[src/rtl/adpll_cfg_seq.sv]
// ----------------------------------------------------------------------------
// adpll_cfg_seq
// Bus-initiator sequencer that brings up one ADPLL channel through the
// adpll_ctr register slave. An accepted start runs the access sequence
//   SOFT_RST<-1, SOFT_RST<-0, FCW<-fcw, MODE<-mode, EN<-1,
//   poll LOCK (with POLL_GAP idle cycles between polls), read SAT
// and reports the outcome. A lock timeout writes EN<-0 before finishing;
// a bus timeout or decode error finishes immediately.
//
// Ports
//   i_clk, i_rst      clock, synchronous active-high reset
//   i_start           one-cycle request, honoured only in IDLE
//   i_fcw_in          frequency control word, captured on accepted start
//   i_mode_in         ADPLL mode, captured on accepted start
//   o_busy            sequence in progress
//   o_done            one-cycle end-of-sequence pulse
//   o_locked, o_sat   result flags, held until the next accepted start
//   o_err_bus         bus timeout or decode error, held
//   o_err_lock        lock timeout, held
//   o_valid .. o_wstrb  master side of the register access port
//   i_rdata, i_ready  slave response
// ----------------------------------------------------------------------------
module adpll_cfg_seq #(
  parameter int FCWW         = 26,
  parameter int ADPLL_ADDR_W = 4,
  parameter int ADPLL_DATA_W = 32,
  parameter int LOCK_TO      = 4096,
  parameter int POLL_GAP     = 16,
  parameter int BUS_TO       = 8,
  parameter logic [ADPLL_ADDR_W-1:0] ADPLL_SOFT_RST = 4'h0,
  parameter logic [ADPLL_ADDR_W-1:0] ADPLL_FCW      = 4'h1,
  parameter logic [ADPLL_ADDR_W-1:0] ADPLL_MODE     = 4'h2,
  parameter logic [ADPLL_ADDR_W-1:0] ADPLL_EN       = 4'h3,
  parameter logic [ADPLL_ADDR_W-1:0] ADPLL_LOCK     = 4'h4,
  parameter logic [ADPLL_ADDR_W-1:0] ADPLL_SAT      = 4'h5
) (
  input  logic                    i_clk,
  input  logic                    i_rst,
  input  logic                    i_start,
  input  logic [FCWW-1:0]         i_fcw_in,
  input  logic [1:0]              i_mode_in,
  output logic                    o_busy,
  output logic                    o_done,
  output logic                    o_locked,
  output logic                    o_sat,
  output logic                    o_err_bus,
  output logic                    o_err_lock,
  output logic                    o_valid,
  output logic [ADPLL_ADDR_W-1:0] o_address,
  output logic [ADPLL_DATA_W-1:0] o_wdata,
  output logic                    o_wstrb,
  input  logic [1:0]              i_rdata,
  input  logic                    i_ready
);

  localparam int BCW = (BUS_TO > 1) ? $clog2(BUS_TO) : 1;
  localparam int PCW = (POLL_GAP > 1) ? $clog2(POLL_GAP) : 1;
  localparam int LCW = $clog2(LOCK_TO + 1);

  typedef enum logic [3:0] {
    S_IDLE, S_W_RST1, S_W_RST0, S_W_FCW, S_W_MODE, S_W_EN,
    S_R_LOCK, S_P_WAIT, S_R_SAT, S_W_DIS, S_GAP, S_FIN
  } state_t;

  state_t                  r_state;
  state_t                  r_nxt;      // state entered when S_GAP expires
  logic [FCWW-1:0]         r_fcw;
  logic [1:0]              r_mode;
  logic                    r_busy;
  logic                    r_done;
  logic                    r_locked;
  logic                    r_sat;
  logic                    r_err_bus;
  logic                    r_err_lock;
  logic                    r_valid;
  logic [ADPLL_ADDR_W-1:0] r_address;
  logic [ADPLL_DATA_W-1:0] r_wdata;
  logic                    r_wstrb;
  logic [BCW-1:0]          r_bcnt;     // cycles spent waiting for ready
  logic [PCW-1:0]          r_pcnt;     // idle cycles spent in P_WAIT
  logic [LCW-1:0]          r_lcnt;     // cycles since the first lock poll
  logic                    r_lrun;     // lock timeout counter is running
  logic                    w_lexp;

  assign w_lexp = (r_lcnt == LCW'(LOCK_TO));

  // Register address targeted by an access state.
  function automatic logic [ADPLL_ADDR_W-1:0] f_addr(input state_t s);
    case (s)
      S_W_RST1, S_W_RST0: f_addr = ADPLL_SOFT_RST;
      S_W_FCW:            f_addr = ADPLL_FCW;
      S_W_MODE:           f_addr = ADPLL_MODE;
      S_W_EN, S_W_DIS:    f_addr = ADPLL_EN;
      S_R_LOCK:           f_addr = ADPLL_LOCK;
      S_R_SAT:            f_addr = ADPLL_SAT;
      default:            f_addr = {ADPLL_ADDR_W{1'b0}};
    endcase
  endfunction

  // Write data of an access state; reads and clearing writes carry zero.
  function automatic logic [ADPLL_DATA_W-1:0] f_wdata(input state_t s,
                                                      input logic [FCWW-1:0] fcw,
                                                      input logic [1:0] mode);
    case (s)
      S_W_RST1: f_wdata = ADPLL_DATA_W'(1'b1);
      S_W_FCW:  f_wdata = ADPLL_DATA_W'(fcw);
      S_W_MODE: f_wdata = ADPLL_DATA_W'(mode);
      S_W_EN:   f_wdata = ADPLL_DATA_W'(1'b1);
      default:  f_wdata = {ADPLL_DATA_W{1'b0}};
    endcase
  endfunction

  // 1 for write accesses, 0 for reads.
  function automatic logic f_is_wr(input state_t s);
    case (s)
      S_R_LOCK, S_R_SAT: f_is_wr = 1'b0;
      default:           f_is_wr = 1'b1;
    endcase
  endfunction

  // Successor of a write access in the fixed bring-up order.
  function automatic state_t f_next(input state_t s);
    case (s)
      S_W_RST1: f_next = S_W_RST0;
      S_W_RST0: f_next = S_W_FCW;
      S_W_FCW:  f_next = S_W_MODE;
      S_W_MODE: f_next = S_W_EN;
      S_W_EN:   f_next = S_R_LOCK;
      default:  f_next = S_FIN;
    endcase
  endfunction

  // Sequencer FSM with registered bus and status outputs.
  always_ff @(posedge i_clk) begin
    if (i_rst) begin
      r_state    <= S_IDLE;
      r_nxt      <= S_IDLE;
      r_fcw      <= {FCWW{1'b0}};
      r_mode     <= 2'b00;
      r_busy     <= 1'b0;
      r_done     <= 1'b0;
      r_locked   <= 1'b0;
      r_sat      <= 1'b0;
      r_err_bus  <= 1'b0;
      r_err_lock <= 1'b0;
      r_valid    <= 1'b0;
      r_address  <= {ADPLL_ADDR_W{1'b0}};
      r_wdata    <= {ADPLL_DATA_W{1'b0}};
      r_wstrb    <= 1'b0;
      r_bcnt     <= {BCW{1'b0}};
      r_pcnt     <= {PCW{1'b0}};
      r_lcnt     <= {LCW{1'b0}};
      r_lrun     <= 1'b0;
    end else begin
      r_done <= 1'b0;
      // Saturating lock timer; R_LOCK, P_WAIT and the gaps between them all count.
      if (r_lrun && !w_lexp) begin
        r_lcnt <= r_lcnt + LCW'(1);
      end

      case (r_state)
        S_IDLE: begin
          if (i_start) begin
            r_fcw      <= i_fcw_in;
            r_mode     <= i_mode_in;
            r_busy     <= 1'b1;
            r_locked   <= 1'b0;
            r_sat      <= 1'b0;
            r_err_bus  <= 1'b0;
            r_err_lock <= 1'b0;
            r_lrun     <= 1'b0;
            r_lcnt     <= {LCW{1'b0}};
            // The first access is launched through S_GAP like every other one.
            r_nxt      <= S_W_RST1;
            r_state    <= S_GAP;
          end
        end

        // One bus-idle cycle; on exit the next access is put on the bus.
        S_GAP: begin
          r_state <= r_nxt;
          if (r_nxt == S_FIN) begin
            r_done <= 1'b1;
            r_busy <= 1'b0;
          end else begin
            r_valid   <= 1'b1;
            r_address <= f_addr(r_nxt);
            r_wdata   <= f_wdata(r_nxt, r_fcw, r_mode);
            r_wstrb   <= f_is_wr(r_nxt);
            r_bcnt    <= {BCW{1'b0}};
            if (r_nxt == S_R_LOCK && !r_lrun) begin
              r_lrun <= 1'b1;
              r_lcnt <= {LCW{1'b0}};
            end
          end
        end

        S_P_WAIT: begin
          if (w_lexp) begin
            r_err_lock <= 1'b1;
            r_lrun     <= 1'b0;
            r_nxt      <= S_W_DIS;
            r_state    <= S_GAP;
          end else if (r_pcnt == PCW'(POLL_GAP - 1)) begin
            r_nxt   <= S_R_LOCK;
            r_state <= S_GAP;
          end else begin
            r_pcnt <= r_pcnt + PCW'(1);
          end
        end

        S_FIN: begin
          r_state <= S_IDLE;
        end

        S_W_RST1, S_W_RST0, S_W_FCW, S_W_MODE, S_W_EN, S_W_DIS, S_R_LOCK, S_R_SAT: begin
          if (i_ready) begin
            r_valid <= 1'b0;
            r_state <= S_GAP;
            case (r_state)
              S_R_LOCK: begin
                if (i_rdata[1]) begin
                  // Unmapped status pattern: abort without further accesses.
                  r_err_bus <= 1'b1;
                  r_lrun    <= 1'b0;
                  r_done    <= 1'b1;
                  r_busy    <= 1'b0;
                  r_state   <= S_FIN;
                end else if (i_rdata[0]) begin
                  // Lock wins even if the timer expired during this read.
                  r_lrun <= 1'b0;
                  r_nxt  <= S_R_SAT;
                end else if (w_lexp) begin
                  r_err_lock <= 1'b1;
                  r_lrun     <= 1'b0;
                  r_nxt      <= S_W_DIS;
                end else begin
                  r_pcnt  <= {PCW{1'b0}};
                  r_state <= S_P_WAIT;
                end
              end
              S_R_SAT: begin
                if (i_rdata[1]) begin
                  r_err_bus <= 1'b1;
                  r_done    <= 1'b1;
                  r_busy    <= 1'b0;
                  r_state   <= S_FIN;
                end else begin
                  r_sat    <= i_rdata[0];
                  r_locked <= 1'b1;
                  r_nxt    <= S_FIN;
                end
              end
              default: begin
                r_nxt <= f_next(r_state);
              end
            endcase
          end else if (r_bcnt == BCW'(BUS_TO - 1)) begin
            // Slave never answered: drop the request and finish.
            r_valid   <= 1'b0;
            r_err_bus <= 1'b1;
            r_lrun    <= 1'b0;
            r_done    <= 1'b1;
            r_busy    <= 1'b0;
            r_state   <= S_FIN;
          end else begin
            r_bcnt <= r_bcnt + BCW'(1);
          end
        end

        default: begin
          r_valid <= 1'b0;
          r_busy  <= 1'b0;
          r_state <= S_IDLE;
        end
      endcase
    end
  end

  assign o_busy     = r_busy;
  assign o_done     = r_done;
  assign o_locked   = r_locked;
  assign o_sat      = r_sat;
  assign o_err_bus  = r_err_bus;
  assign o_err_lock = r_err_lock;
  assign o_valid    = r_valid;
  assign o_address  = r_address;
  assign o_wdata    = r_wdata;
  assign o_wstrb    = r_wstrb;

endmodule

[config.mk]
export PLATFORM = sky130hd
export DESIGN_NAME = adpll_cfg_seq
export DESIGN_NICKNAME = d
export VERILOG_FILES = /design/src/rtl/adpll_cfg_seq.sv
export SDC_FILE = /design/constraint.sdc
export NUM_CORES = 1
export LEC_CHECK = 0
export CAP_MARGIN = 20
export CELL_PAD_IN_SITES_DETAIL_PLACEMENT = 2
export CELL_PAD_IN_SITES_GLOBAL_PLACEMENT = 2
export CORE_MARGIN = 3
export CORE_UTILIZATION = 31
export DETAILED_ROUTE_END_ITERATION = 8
export PLACE_DENSITY_LB_ADDON = 0.1
export SYNTH_ARGS = -nofsm -noshare
export SYNTH_HDL_FRONTEND = slang
export SYNTH_SLANG_ARGS = --single-unit
[constraint.sdc]
create_clock -name i_clk -period 2.4 [get_ports i_clk]
set_clock_uncertainty 0.15 [all_clocks]
set_input_delay 0.36 -clock i_clk [delete_from_list [all_inputs] [get_ports i_clk]]
set_output_delay 0.36 -clock i_clk [all_outputs]
set_load 0.005 [all_outputs]
# Word-level counts from Yosys, hierarchy flattened
# Memory sizes are Yosys's and may differ from the RTL's. A register that Yosys moved wholly into a read port is not among the register bits.
# Index checks and enable logic that the tools add are counted.
# Widths: inputs -> output; s select.
[classes] n_mux=85 n_eq_ne=43 n_addsub=3 bitwise_logic=3 reduce_logical=28
[ops] op="$mux 4" n=23
[ops] op="$pmux 26 s3" n=1
[ops] op="$mux 13" n=4
[ops] op="$mux 1" n=38
[ops] op="$eq 4x3->1 const B" n=7
[ops] op="$eq 4x4->1 const B" n=7
[ops] op="$ne 2x2->1 const B" n=14
[ops] op="$pmux 13 s2" n=1
[ops] op="$pmux 4 s2" n=3
[ops] op="$ne 3x3->1 const B" n=7
[ops] op="$pmux 4 s5" n=1
[ops] op="$reduce_and 6->1" n=3
[ops] op="$pmux 4 s4" n=1
[ops] op="$add 13x1->13 const B" n=1
[ops] op="$eq 13x13->1 const B" n=1
[ops] op="$eq 4x2->1 const B" n=3
[ops] op="$pmux 4 s3" n=1
[ops] op="$reduce_and 5->1" n=2
[ops] op="$mux 3" n=3
[ops] op="$eq 4x1->1 const B" n=2
[ops] op="$pmux 1 s2" n=4
[ops] op="$pmux 1 s4" n=2
[ops] op="$reduce_and 8->1" n=1
[ops] op="$reduce_or 2->1" n=4
[ops] op="19 further kinds" n=28
[totals] output_inout_bits=44 elab_cells=181 input_bits=34 mem_bits_ro=48 register_bits=101 mem_count=1
[mem_list] memory="(no name shown)" depth=16 word_bits=3 read_ports=1 rd_ports_with_merged_regs=1 wr=0 line_no="89" rtl="case (s)"

# Depth between registers and ports, before layout
# Gate-level depths: netlist of run 1.
[logic_depth] ltp_word=7 ltp_mapped=8

# Worst setup path after synthesis of run 1
# OpenSTA, ideal clock, no wires.
[synth_timing] path_kind="flip-flop to flip-flop" start="register r_lcnt[0]" end="register r_state[0]" setup_time_ps=116 stages_incl_launch_ff=8 arrival_time_ps=1658 n_path_buf=0 t_required_ps=2134 setup_slack_ps=476 cell_sequence="dfxtp_1 > inv_1 > ha_1 > nor4b_2 > nand3_2 > a211oi_2 > nor3_1 > a41o_1"
[synth_between] elab_chain_cells=7 elab_cells_between_ends=10 classes_between="2 x eq/ne; 7 x mux; 1 x reduce/logical"
[synth_lines] element="start: declaration" line_no="81" rtl="logic [LCW-1:0] r_lcnt;"
[synth_lines] element="start signal: assignment" line_no="152" rtl="r_lcnt <= {LCW{1'b0}};"
[synth_lines] element="start signal: assignment" line_no="158" rtl="r_lcnt <= r_lcnt + LCW'(1);"
[synth_lines] element="start signal: assignment" line_no="172" rtl="r_lcnt <= {LCW{1'b0}};"
[synth_lines] element="$eq 13x13->1 (*)" line_no="85" rtl="assign w_lexp = (r_lcnt == LCW'(LOCK_TO));"
[synth_lines] element="$mux 4" line_no="233" rtl="end else if (w_lexp) begin"
[synth_lines] element="$mux 4" line_no="229" rtl="end else if (i_rdata[0]) begin"
[synth_lines] element="$mux 4" line_no="222" rtl="if (i_rdata[1]) begin"
[synth_lines] element="$pmux 4 s2" line_no="220" rtl="case (r_state)"
[synth_lines] element="$mux 4" line_no="217" rtl="if (i_ready) begin"
[synth_lines] element="$pmux 4 s4" line_no="161" rtl="case (r_state)"
[synth_lines] element="end signal: assignment" line_no="181" rtl="r_state <= r_nxt;"
[synth_lines] element="end: declaration" line_no="65" rtl="state_t r_state;"
# Every way passes the cells marked *; elsewhere a longest branch is shown, timed or not.
# A chain may end at the register's enable or synchronous reset.

# Final worst setup path of run 1
[layout_timing] start="register r_state[2]" end="register r_nxt[0]"
[layout_between] elab_chain_cells=5 elab_cells_between_ends=23 classes_between="15 x eq/ne; 4 x mux; 4 x reduce/logical"
[layout_lines] element="$eq 4x3->1 (tied with other cells)" line_no="123, 161"
[layout_lines] element="$pmux 4 s5" line_no="123" rtl="case (s)"
[layout_lines] element="$pmux 4 s2" line_no="220"
[layout_lines] element="$mux 4" line_no="217"
[layout_lines] element="$pmux 4 s3" line_no="161"
[layout_lines] element="end signal: assignment" line_no="255" rtl="r_nxt <= f_next(r_state);"
[layout_lines] element="end: declaration" line_no="66" rtl="state_t r_nxt;"
# Parallel ways exist; a longest one is shown, timed or not. The select of a mux whose other input is x is not followed.

==> flow_summary.toml, run 1 <==
[timing]
fmax_mhz = 445
slew-limit-headroom_pct = 55.2
fin_crit_sh_pct = 93.5
period_needed_ns = 2.24
rsz0062_at_grt = "false"
worstMarginPinSlew_ns = 0.666
tns_ns = 0
finalMaxSlewViolations = 0
fin_ws_ns = 0.155
hold_viol = 0
setup_viol = 0

[clock_tree]
clk_pin_slew_ns = 0.07
tritoncts = "yes"
htree_levels = 3
cts_max_path_buffers = 2
root_buffer = "clkbuf_16"
hold_buffers = 0
cts.sinks = 94
clk_latency_ns = 0.35
numCtsBuffers = 9

[worst_hold_path]
min_delay_path_depth = 2
min_to = "o_sat"
min-delay-start = "i_rst"
hold_path.class = "in2reg"

[synth]
synth_top_area_cell = "dfxtp_1"
synth_ff_type = "dfxtp_1"
synth.distinct_cells = 71
async_flop_share_pct = 0
yosys.area.top_type_share_pct = 43.5
synthesis.area_sq_um = 4320
avgSynthCellArea_sq_um = 8.39
syn_inst = 515
synth-edff-count = 0
synth-seq-cells = 94
synth_area_leaders = "dfxtp_1, nand2_1, a21oi_1"
yosys_warnings = 0
yosysSeqAreaShare_pct = 43.5

[global_route]
grt_pass1_vias = 4396
antenna_found_initial = 0
track_usage_pct = 19.9
grt_max_degree = 32
grt_pass1_wl_um = 23300
grt-ovfl-total = 0

[drt]
drcViolationCount = 0
ant_nets = 0
drt_wl_total_um = 14900
dr.pass1.iters = 4
vias = 4146
viasPerCell = 5.36
routedWlPerCell_um = 19.2
drt_iter0_drc = 195

[cells_and_area]
drive_gt1_share_pct = 11.9
multi_input_area_sq_um = 2190
regArea_sq_um = 1880
antenna_cells = 0
n_fill_cell = 1540
final_nets = 634
area_delta_synth_final_pct = 30.2
final_cell_area_sq_um = 5630
final_util_pct = 41.8

[worst_setup_path]
crit_path_end_kind = "flip-flop"
cpPeakStageDelay_ns = 0.60
worst_path_most_repeated_cell = "buf_4"
arrival_ns = 2.34
worst_r2r_path_depth = 7
crit_buf_inv = 2
worstSetupStartpointType = "flip-flop"
critical-path-top-delay-family = "compound AO/OA/AOI/OAI gates"
regToRegSetupSlack_ns = 0.16
worst_path_max_delay_cell = "dfxtp_1"
worst_r2r_endpoint = "r_nxt[0]"
path_max_fanout = 14
r2r_start = "r_state[2]"
path_class = "reg2reg"
cp.required_ns = 2.50
path_cells = "buf_4 -> o21ba_1 -> buf_4 -> nand2_1 -> o2111ai_1 -> a21oi_1 -> a311oi_1"

[place]
place.port_buffers = 70
placed_cell_area_sq_um = 5330
routabilityCongestion = 0.842
dpl.hpwl_um = 10400
place_ws_ns = 0.0195

[power_and_ir_drop]
vdd_drop_max_mv = 0.423
leakage_nw = 2.04
powerDensity_nw_per_um2 = 794

[status]
outcome = "complete, no violations"

[floorplanning]
die-area_sq_um = 15400
rows = 42
core_area_sq_um = 13500
io_pins = 78
die_w_um = 124
chipHeight_um = 124
initial_core_util_pct = 32.1

[job]
maxCapViolCount = 0
-- cell families after synthesis --
group           after synthesis  share of synthesized area (%)
simple gates                198                           22.2
compound gates              151                           23.7
flops                        94                           43.5
buf+inv                      53                           6.37
xor+xnor                     12                           2.43
fa+ha+maj                     5                           1.45
other cells                   1                         0.0868
mux                           1                          0.232
-- worst reg2reg max path: cells and delay by family, from the launching register on --
kind / cells / cell delay, ns
flip-flops: 1 / 0.60
AO/OA/AOI/OAI: 4 / 0.87
AND/OR/NAND/NOR: 1 / 0.07
buffers and inverters: 2 / 0.45
-- synth_stat cells, drive strengths merged (3+ instances only) --
master	count
a211oi	7
a21oi	55
a22oi	27
a31oi	5
a32oi	3
and2	4
and3	5
buf	25
clkbuf	19
dfxtp	94
ha	5
inv	9
nand2	80
nand3	12
nand4	3
nor2	57
nor2b	5
nor3	11
nor3b	3
nor4	4
o211ai	5
o21ai	20
o22ai	4
or3	3
xnor2	3
xor2	9
-- through the flow --
step | total power, mW | instances | hold slack [ns]
final | 4.47 | 773 | 0.182
after CTS | 4.50 | 773 | 0.177
after global routing | 4.73 | 773 | 0.193
after global placement | 2.99 | 760 | 0.292
after floorplan | 2.53 | 521 | 0.286
after detailed placement | 3.04 | 760 | 0.299
-- layout make-up --
type                       count  share of cell area (%)
tap                          176                    3.91
multi-input combinational    374                    39.0
clock inverter                 3                   0.823
sequential                    94                    33.5
timing repair buffer         107                    18.0
clock buffer                  10                    4.25
inverter                       9                   0.600
-- how the worst max path moves through the flow --
| stage | end | startpoint | slack (ns) | cells past startpoint |
|---|---|---|---|---|
| floorplan | r_state[0] | r_lcnt[0] | 0.48 | 7 |
| global placement | r_state[3] | i_ready | 0.06 | 7 |
| detailed placement | r_state[3] | i_ready | 0.02 | 7 |
| CTS | r_lrun | r_state[2] | 0.004 | 6 |
| global route | r_nxt[0] | r_lcnt[0] | 0.006 | 8 |
| finish | r_nxt[0] | r_state[2] | 0.16 | 7 |
-- state kept, by name, indices dropped and copies added (netlist names), 2 cells and up --
register	cells
r_state	4
r_lcnt	13
r_fcw	26
o_address	3
r_pcnt	4
r_nxt	4
r_mode	2
o_wdata	26
r_bcnt	3
-- metal layers --
metal  vias to the layer above  routed length [um]  global-route usage (%)
met5                         -                   0                       0
met4                         0                 215                    7.53
met3                        13                 637                    4.13
met2                        75                7240                    32.4
met1                      2096                6780                    25.8
li1                       1962                   -                       -
-- layout by cell type, fill, tap and decap left out, drive strengths merged, types with 9 or more instances in the layout --
cell type / n
a21oi: 55
a22oi: 27
buf: 38
clkbuf: 10
clkdlybuf4s50: 69
dfxtp: 94
inv: 10
nand2: 80
nand3: 12
nor2: 57
nor3: 11
o21ai: 20
xor2: 9
-- repair_timing --
| item | in CTS | in global routing |
|---|---|---|
| buffers inserted | 0 | 0 |
| setup endpoints to repair | 0 | 7 |
| resized for setup | 0 | 4 |
-- power breakdown --
| part | internal [mW] | switching, mW | total [mW] |
|---|---|---|---|
| sequential | 1.68 | 0.137 | 1.82 |
| clock | 0.823 | 0.619 | 1.44 |
| combinational | 0.499 | 0.710 | 1.21 |
| total | 3.00 | 1.47 | 4.47 |
Power figures use the tool's default switching activity.
==> run 2, diff against run 1 <==
--- a/config.mk
+++ b/config.mk
@@ -9,7 +9,7 @@
 export CELL_PAD_IN_SITES_DETAIL_PLACEMENT = 2
 export CELL_PAD_IN_SITES_GLOBAL_PLACEMENT = 2
 export CORE_MARGIN = 3
-export CORE_UTILIZATION = 31
+export CORE_UTILIZATION = 30
 export DETAILED_ROUTE_END_ITERATION = 8
 export PLACE_DENSITY_LB_ADDON = 0.1
 export SYNTH_ARGS = -nofsm -noshare
==> run 2 against run 1 <==
Against the previous run: non-clock buffer count is 2 higher; final area is 0.82% higher; register-to-register slack worse by 0.03 ns; critical path type unchanged; largest cell class unchanged; largest power group unchanged; highest routed layer unchanged.
==> flow_summary.toml, run 2 (same netlist as run 1, synthesis figures left out) <==
[status]
outcome = "complete, no violations"

[worst_hold_path]
hold_path.class = "in2reg"
min-delay-start = "i_rst"

[drt]
drt_iter0_drc = 184
dr.pass1.iters = 4
drt_wl_total_um = 14300
vias = 4108
drcViolationCount = 0
ant_nets = 0
viasPerCell = 5.25
routedWlPerCell_um = 18.3

[floorplanning]
chipHeight_um = 126
core_area_sq_um = 14000
io_pins = 78
initial_core_util_pct = 30.9
rows = 43
die_w_um = 126
die-area_sq_um = 15900

[cells_and_area]
final_cell_mix = "dfxtp_1, nand2_1, clkdlybuf4s50_1"
final_nets = 636
final_common_cell = "dfxtp_1"
area_delta_synth_final_pct = 31.3
drive_gt1_share_pct = 12.3
n_fill_cell = 1576
antenna_cells = 0
final_cell_area_sq_um = 5670
final_util_pct = 40.6

[timing]
fin_crit_sh_pct = 94.8
hold_viol = 0
slew-limit-headroom_pct = 61.1
finalMaxSlewViolations = 0
period_needed_ns = 2.27
fin_ws_ns = 0.125
setup_viol = 0
tns_ns = 0
fmax_mhz = 440
worstMarginPinSlew_ns = 0.584

[power_and_ir_drop]
leakage_nw = 2.06
clkPwrFrac_pct = 33.1
switching_power_mw = 1.46
vdd_drop_max_mv = 0.330
p_int_mw = 3.01
switching_share_pct = 32.7
combinationalPowerShare_pct = 25.6
pwr-share-seq_pct = 41.3
powerDensity_nw_per_um2 = 787

[clock_tree]
root_buffer = "clkbuf_16"
post_cts.repair.setup_buffers = 0
hold_buffers = 0
clk_pin_slew_ns = 0.07
cts_max_path_buffers = 2
tritoncts = "yes"
htree_levels = 3
clk_latency_ns = 0.35
cts.sinks = 94
numCtsBuffers = 9

[worst_setup_path]
worstSetupStartpointType = "flip-flop"
crit_path_end_kind = "flip-flop"
path_class = "reg2reg"
path_max_fanout = 12
startpoint = "r_state[0]"
arrival_ns = 2.41
cp.required_ns = 2.54
r2r_start = "r_state[0]"

[place]
placed_cell_area_sq_um = 5370
dpl.hpwl_um = 10200
routabilityCongestion = 0.832
place.port_buffers = 70
place_ws_ns = 0.0521

[global_route]
track_usage_pct = 18.4
grt-ovfl-total = 0
antenna_found_initial = 0
grt_max_degree = 45
grt_pass1_vias = 4546
grt_pass1_wl_um = 23700

[job]
maxCapViolCount = 0
-- run 2: worst paths after layout --
check	endpoint	slack (ns)	depth (start not counted)
worst max-delay path	r_pcnt[3]	0.13	5
worst min register to register	r_fcw[6]	0.31	2
worst min-delay path	r_pcnt[1]	0.25	2
worst max register to register	r_pcnt[3]	0.13	5
-- run 2: stage by stage --
stage          instances  hold slack (ns)  total power, mW
2_1_floorplan        521            0.286             2.53
3_3_place_gp         766            0.291             2.98
3_5_place_dp         766            0.301             3.02
4_1_cts              782            0.252             4.53
5_1_grt              782            0.281             4.74
6_report             782            0.250             4.47
-- run 2: power groups by stage --
stage          registers, mW  logic (mW)  clock network [mW]
2_1_floorplan           1.78       0.752                   0
3_3_place_gp            1.87        1.11                   0
5_1_grt                 1.87        1.27                1.60
4_1_cts                 1.84        1.16                1.53
3_5_place_dp            1.88        1.14                   0
6_report                1.84        1.14                1.48
-- run 2: worst max-delay path, cell delays in order (launching register included) --
cell and delay [ns]:
dfxtp_1 0.49, nor4_4 0.63, a221o_1 0.24, o311ai_2 0.17, or3_1 0.39, a21boi_1 0.14
-- run 2: what timing repair did --
| action | 4_1_cts | 5_1_grt |
|---|---|---|
| resized for setup | 0 | 1 |
| endpoints found under the hold margin | 0 | 0 |
| setup endpoints to repair | 0 | 6 |
-- run 2: layer usage --
layer,up-vias,GRT usage [%],wire [um]
met3,11,2.88,546
met5,-,0,0
met4,0,5.24,180
met1,2041,23.5,6590
li1,1978,-,-
met2,78,32.1,7020
-- run 2: final cells by class --
class	instances	area, sq um	share of cell area (%)
clock buffer	10	239	4.21
clock inverter	6	67.6	1.19
inverter	9	33.8	0.595
multi-input combinational	374	2190	38.5
sequential	94	1880	33.2
tap	180	225	3.97
timing repair buffer	109	1040	18.3
